### src/rtl/dts_split_samples.sv
// dts_split_samples: transmit-side sample packer for the DTS formatter.
// Accepts beats of LANES x 12-bit ADC samples and builds one word made of three
// OUTPUT_WIDTH-bit streams {top, middle, bottom}. In 3-bit mode the top three
// sample bits are spread bitwise across the streams. In 8-bit mode bytes
// alternate between top and bottom, and middle stays zero.
// Optional build macro DTS_SPLIT_ROUND_EN: round half up with saturation when a
// sample is reduced to 8 or 3 bits, instead of plain truncation.
module dts_split_samples #(
    parameter int OUTPUT_WIDTH = 128,
    parameter int LANES        = 8
) (
    input  logic                      clk,
    input  logic                      rst_n,
    input  logic                      is_three_bit,
    input  logic [12*LANES-1:0]       din,
    input  logic                      din_valid,
    output logic                      din_ready,
    input  logic                      flush,
    output logic [3*OUTPUT_WIDTH-1:0] dout,
    output logic                      dout_valid,
    input  logic                      dout_ready,
    output logic                      word_mode
);

    localparam int NB3 = OUTPUT_WIDTH / LANES;
    localparam int NB8 = OUTPUT_WIDTH / (4 * LANES);
    localparam int CW  = $clog2(NB3 + 1);
    localparam int IW  = $clog2(OUTPUT_WIDTH);
    localparam logic [CW-1:0] LAST3 = CW'(NB3 - 1);
    localparam logic [CW-1:0] LAST8 = CW'(NB8 - 1);

`ifdef DTS_SPLIT_ROUND_EN
    localparam logic RND = 1'b1;
`else
    localparam logic RND = 1'b0;
`endif

    // s = sample[11:3]; the guard bit s[0] only matters when rounding
    function automatic logic [7:0] f_byte(input logic [8:0] s);
        logic [8:0] sum;
        sum = {1'b0, s[8:1]} + {8'd0, s[0] & RND};
        return sum[8] ? 8'hFF : sum[7:0];
    endfunction

    // s = sample[11:8]; the guard bit s[0] only matters when rounding
    function automatic logic [2:0] f_bits3(input logic [3:0] s);
        logic [3:0] sum;
        sum = {1'b0, s[3:1]} + {3'd0, s[0] & RND};
        return sum[3] ? 3'd7 : sum[2:0];
    endfunction

    logic [CW-1:0]           r_cnt;
    logic                    r_mode;
    logic                    r_flush_pend;
    logic [OUTPUT_WIDTH-1:0] r_acc_top;
    logic [OUTPUT_WIDTH-1:0] r_acc_mid;
    logic [OUTPUT_WIDTH-1:0] r_acc_bot;
    logic [3*OUTPUT_WIDTH-1:0] r_dout;
    logic                    r_dout_valid;
    logic                    r_word_mode;

    logic                    w_mode;
    logic                    w_at_last;
    logic                    w_out_free;
    logic                    w_beat;
    logic                    w_flush_req;
    logic                    w_has_data;
    logic                    w_emit;
    logic [OUTPUT_WIDTH-1:0] w_top;
    logic [OUTPUT_WIDTH-1:0] w_mid;
    logic [OUTPUT_WIDTH-1:0] w_bot;
    logic                    w_unused_din;

    // The low sample bits below the rounding guard never reach the streams
    assign w_unused_din = ^din;

    // Mode of the word being built: live input on its first beat, latch after
    assign w_mode      = (r_cnt == '0) ? is_three_bit : r_mode;
    assign w_at_last   = (r_cnt == (w_mode ? LAST3 : LAST8));
    assign w_out_free  = !r_dout_valid || dout_ready;
    assign din_ready   = !(w_at_last && r_dout_valid && !dout_ready) && !r_flush_pend;
    assign w_beat      = din_valid && din_ready;
    assign w_flush_req = flush || r_flush_pend;
    assign w_has_data  = (r_cnt != '0) || w_beat;
    assign w_emit      = ((w_beat && w_at_last) || (w_flush_req && w_has_data)) && w_out_free;

    assign dout       = r_dout;
    assign dout_valid = r_dout_valid;
    assign word_mode  = r_word_mode;

    // Accumulator contents after inserting the current beat (if one transfers)
    always_comb begin
        logic [11:0]   v_smp;
        logic [2:0]    v_b3;
        logic [7:0]    v_b8;
        logic [IW-1:0] v_pos;
        logic [IW-1:0] v_base;
        int            v_k;
        w_top  = r_acc_top;
        w_mid  = r_acc_mid;
        w_bot  = r_acc_bot;
        v_smp  = '0;
        v_b3   = '0;
        v_b8   = '0;
        v_pos  = '0;
        v_base = '0;
        v_k    = 0;
        if (w_beat) begin
            for (int l = 0; l < LANES; l++) begin
                v_smp = din[12*(LANES-l)-1 -: 12];
                v_k   = int'(r_cnt) * LANES + l;
                if (w_mode) begin
                    v_b3  = f_bits3(v_smp[11:8]);
                    v_pos = IW'(OUTPUT_WIDTH - 1 - v_k);
                    w_top[v_pos] = v_b3[2];
                    w_mid[v_pos] = v_b3[1];
                    w_bot[v_pos] = v_b3[0];
                end else begin
                    v_b8   = f_byte(v_smp[11:3]);
                    v_base = IW'(8 * (OUTPUT_WIDTH/8 - 1 - (v_k >> 1)));
                    if ((v_k % 2) == 0) begin
                        w_top[v_base +: 8] = v_b8;
                    end else begin
                        w_bot[v_base +: 8] = v_b8;
                    end
                end
            end
        end
    end

    // Beat counter, mode latch, accumulator, output register and pending flush
    always_ff @(posedge clk or negedge rst_n) begin
        if (!rst_n) begin
            r_cnt        <= '0;
            r_mode       <= 1'b0;
            r_flush_pend <= 1'b0;
            r_acc_top    <= '0;
            r_acc_mid    <= '0;
            r_acc_bot    <= '0;
            r_dout       <= '0;
            r_dout_valid <= 1'b0;
            r_word_mode  <= 1'b0;
        end else begin
            // A flush that cannot move its word yet waits for the output register
            r_flush_pend <= w_flush_req && w_has_data && !w_out_free;
            if (w_beat && (r_cnt == '0)) begin
                r_mode <= is_three_bit;
            end
            if (w_emit) begin
                r_dout       <= {w_top, w_mid, w_bot};
                r_word_mode  <= w_mode;
                r_dout_valid <= 1'b1;
                r_cnt        <= '0;
                r_acc_top    <= '0;
                r_acc_mid    <= '0;
                r_acc_bot    <= '0;
            end else begin
                if (dout_ready) begin
                    r_dout_valid <= 1'b0;
                end
                if (w_beat) begin
                    r_cnt     <= r_cnt + CW'(1);
                    r_acc_top <= w_top;
                    r_acc_mid <= w_mid;
                    r_acc_bot <= w_bot;
                end
            end
        end
    end

endmodule
### config.mk
export PLATFORM = sky130hd
export DESIGN_NAME = dts_split_samples
export DESIGN_NICKNAME = d
export VERILOG_FILES = /design/src/rtl/dts_split_samples.sv
export SDC_FILE = /design/constraint.sdc
export NUM_CORES = 1
export LEC_CHECK = 0
export CELL_PAD_IN_SITES_DETAIL_PLACEMENT = 1
export CELL_PAD_IN_SITES_GLOBAL_PLACEMENT = 1
export CORE_ASPECT_RATIO = 0.9
export CORE_MARGIN = 1.5
export CORE_UTILIZATION = 45
export CTS_BUF_LIST = sky130_fd_sc_hd__clkbuf_16
export DETAILED_ROUTE_END_ITERATION = 12
export DONT_BUFFER_PORTS = 1
export PLACE_DENSITY = 0.84
export SYNTH_ARGS = -nofsm -noshare
export SYNTH_HDL_FRONTEND = slang
export SYNTH_SLANG_ARGS = --single-unit
export TNS_END_PERCENT = 30
### constraint.sdc
create_clock -name clk -period 3.1 [get_ports clk]
set_clock_uncertainty 0.05 [all_clocks]
set_input_delay 0.93 -clock clk [delete_from_list [all_inputs] [get_ports clk]]
set_output_delay 0.93 -clock clk [all_outputs]
set_load 0.02 [all_outputs]
==> metrics list <==
- The flow ran to the end, but the final reports show violations.
- The checks that failed: negative setup slack.
- Met1 track demand over resource in global routing: 43.6%
* Met3 track demand over resource in global routing: 11.6%
* Top Ports: 489
- Setup slack after layout: -0.0131 ns
- Summed over all layers, the global routing overflow is 0.
- Area taken by multi-input logic gates: 0.0137 mm²
- Met2 demand-to-capacity share in global routing: 54.0%
- Across all layers, the routed design uses 29700 vias.
- Cells after Synth: 3401
* DRT antenna net count: 0
- Post-route clock period utilization: 100%
- After detailed routing, the number of remaining DRC violations is 0.
* Fraction of final layout cells with drive strength greater than 1: 11.4%
- For this run, the leading register cell type out of synthesis is sky130_fd_sc_hd__dfrtp_1.
- The share of total power dissipated in the clock network is 25.9%.
* Area grow syn2layout: 13.4%
- Seq. cell area: 0.0194 mm²
- For this run, the top clock speed supported by timing is 321 MHz.
- The number of nets in the synthesized netlist is 3508.
- Of all nets on the critical path, the largest fanout is 10.
* Crit path largest cell delay: 0.51 ns
- CTS tree: done
- Average instance area after synthesis: 10.2 µm²
- Setup violations remaining at the end of the flow were counted as 1.
* Share of total power consumed by net switching: 42.9%
- Cell at the slowest stage of the critical path: sky130_fd_sc_hd__dfrtp_2
- Placer congestion estimate: 0.940
* Tmin final: 3.11 ns
* Critical path data arrival time: 2.13 ns
- Cell total after placement: 4240
- Hold is met by 0.289 ns.
- CTS Sinks: 777
* Leading cell types by total area after synthesis: sky130_fd_sc_hd__dfrtp_1 (56%), sky130_fd_sc_hd__o21ai_0 (9.3%), sky130_fd_sc_hd__mux2i_1 (4.8%)
* Slew headroom: 26.6%
- In this run, the number of DRC markers left after iteration 0 of detailed routing was 3671.
* Detailed-router iteration count before antenna repair: 6
- The netlist uses 78 different library cells.
* Most common cell in the netlist: sky130_fd_sc_hd__dfrtp_1
- HP Class: in2async
- Number of max-cap violations: 0
- Later-pin clock latency in the skew report: 0.65 ns
- The floorplan step defined a core boundary enclosing 0.0762 mm².
* Maximum level of the CTS H-tree: 3
- In this run, synthesis produced a sequential element count of 777.
- Top-area cell type share of the netlist area: 56.3%
- Setup_tns: -0.0131 ns
- The number of max-slew violations in the final report came to 0.
- Syn. warnings: 0
- Counting flops with an async set or reset pin after synthesis yields a share of 100%.
- Category of the critical setup timing path: reg2out
* Most common library cells after synthesis: sky130_fd_sc_hd__dfrtp_1 (777), sky130_fd_sc_hd__o21ai_0 (640), sky130_fd_sc_hd__nor2_1 (400)
- IR analysis of the VDD net gives a maximum drop of 0.000526 V.
* Utilization after layout: 51.4%
- The die covers 0.0784 mm².
- Category of the worst setup path capture point: output port
- Number of nets in the layout: 3414
- Number of flops mapped to enable cells by yosys: 0
- In the routed layout, each cell is associated on average with a via count of 6.75.
* Cell Rows: 96
- Switching power: 16900 µW
- Routed wire per std cell: 31.8 µm
- STA puts the critical path data required time at 2.12 ns.
- Pin count of the biggest net entering global routing: 778
- Netlist area before placement: 0.0345 mm²
- Height of the die: 266 µm
* Sort of element at the start of the critical path: flip-flop
- Detailed placement finished with a half-perimeter wire length of 89300 µm.
- Post-CTS clock slew at the launch and capture registers of the worst setup and hold paths: 0.07 ns
- The number of clock buffers added by TritonCTS is 83.
- Port buffering added 0 buffers.
* Total internal power: 22400 µW
* Floorplan die width: 295 µm
- In this run the static leakage power is 0.0170 µW.
* P per Cell Area: 1000 mW/mm²
- First-pass GRT wire length: 205000 µm
- Number of buffers on the longest clock path: 3
* Top cell type by total area after synthesis: sky130_fd_sc_hd__dfrtp_1
* Register share of total power: 40.1%
- Part of the Yosys area used for sequential elements: 56.3%
- The final-report hold violation count was 0.
* GR peak layer: met2
* Overall global routing resource usage: 35.1%
* Transition time at the pin with the least slew margin: 1.10 ns
- Setup repair after global routing could not meet its margin everywhere.
* Vias in the first global route: 30500
- In this run the clock root is driven by a sky130_fd_sc_hd__clkbuf_16.
- Logic gate share of total power: 34.0%
- Excluding fillers, the count of instances in the completed layout stands at 4408.
- Walking the worst path, the cells encountered are buf_4 > and3_1 > a31o_4 > a21oi_4.
* Wire length after detailed routing: 140000 µm
- Initial core utilization: 45.4%
- Layout filler cell count: 8224
* Number of antenna violations at the first check in global routing: 4
==> critical path, delay by kind of cell (launching register included) <==
family	cells	cell delay (ns)
AOI/OAI and AO/OA	2	0.55
DFF	1	0.51
buffers and inverters	1	0.21
and+or+nand+nor	1	0.21
==> state kept, by name, indices dropped and copies added, names as in the netlist <==
| register | count |
|---|---|
| r_acc_top | 128 |
| dout | 384 |
| r_acc_bot | 128 |
| r_cnt | 5 |
| word_mode | 1 |
| r_flush_pend | 1 |
| r_mode | 1 |
| r_acc_mid | 128 |
| dout_valid | 1 |
==> path summary, 6_finish.rpt <==
path | startpoint | depth (start not counted) | slack, ns | endpoint
setup / recovery | r_cnt[3] | 4 | -0.01 | din_ready
hold / removal | rst_n | 1 | 0.29 | dout[42]
setup reg to reg | r_cnt[3] | 9 | 0.03 | dout[16]
hold reg to reg | r_acc_mid[126] | 2 | 0.46 | r_acc_mid[126]
max in group asynchronous | rst_n | 3 | 0.58 | dout[227]
min in group clk | is_three_bit | 1 | 0.39 | r_mode
==> cell type report <==
cell class / count / share of cell area (%)
clock inverter: 65 / 1.43
multi-input combinational: 2250 / 35.0
timing repair buffer: 180 / 4.88
inverter: 15 / 0.144
antenna: 5 / 0.0319
clock buffer: 87 / 5.56
tap: 1029 / 3.29
sequential: 777 / 49.6
==> repair_timing <==
item                       CTS  global route
pin swaps                    4             0
cloned                       1             1
hold endpoints to repair     0             8
setup endpoints to repair    1           225
setup buffers                4             0
gates resized for setup     10             7
hold buffers                 0             1
==> cells in the final DEF, fill, tap and decap left out, types with 11 or more instances in the layout <==
master / instances
sky130_fd_sc_hd__nand2_1: 156
sky130_fd_sc_hd__nor2b_1: 21
sky130_fd_sc_hd__buf_12: 35
sky130_fd_sc_hd__a32o_1: 34
sky130_fd_sc_hd__clkinv_1: 20
sky130_fd_sc_hd__nor3_1: 23
sky130_fd_sc_hd__nor2_1: 397
sky130_fd_sc_hd__o21ai_0: 638
sky130_fd_sc_hd__dfrtp_1: 776
sky130_fd_sc_hd__clkbuf_16: 89
sky130_fd_sc_hd__clkinv_2: 19
sky130_fd_sc_hd__mux2i_1: 165
sky130_fd_sc_hd__o22ai_1: 82
sky130_fd_sc_hd__nand3_1: 27
sky130_fd_sc_hd__a32oi_1: 17
sky130_fd_sc_hd__o31ai_1: 16
sky130_fd_sc_hd__a31oi_1: 47
sky130_fd_sc_hd__a21oi_1: 121
sky130_fd_sc_hd__a22o_1: 73
sky130_fd_sc_hd__a22oi_1: 133
sky130_fd_sc_hd__inv_1: 23
sky130_fd_sc_hd__o22ai_2: 11
sky130_fd_sc_hd__buf_4: 137
sky130_fd_sc_hd__a2bb2oi_1: 24
sky130_fd_sc_hd__a221oi_1: 13
sky130_fd_sc_hd__o21ai_1: 67
==> kinds of logic after synthesis <==
group | Yosys count | synth area share [%]
compound gates | 1374 | 25.4
xor+xnor | 3 | 0.0761
fa+ha+maj | 5 | 0.181
buf+inv | 375 | 4.46
flops | 777 | 56.3
mux | 170 | 4.94
simple gates | 697 | 8.64
==> power by group through the flow <==
stage / combinational, µW / clock, µW / sequential (µW)
4_1_cts: 12800 / 10200 / 15700
2_1_floorplan: 8240 / 0 / 14900
6_report: 13400 / 10200 / 15700
3_3_place_gp: 12100 / 0 / 15800
3_5_place_dp: 12500 / 0 / 15900
5_1_grt: 14200 / 10600 / 15900
==> through the flow <==
| step | total power [µW] | setup slack (ns) | cell area (µm²) |
|---|---|---|---|
| 5_1_grt | 40700 | -0.0652 | 39200 |
| 2_1_floorplan | 23200 | 0.00256 | 34600 |
| 3_5_place_dp | 28400 | 0.0487 | 36200 |
| 3_3_place_gp | 27800 | 0.172 | 36200 |
| 4_1_cts | 38700 | 0.00136 | 39000 |
| 6_report | 39300 | -0.0131 | 39200 |
==> routing by layer <==
metal / up-vias / routed length [µm]
met3: 454 / 15500
li1: 12100 / -
met4: 2 / 8540
met5: - / 12
met1: 15400 / 51800
met2: 1715 / 64400
(Power assumes the default switching activity.)
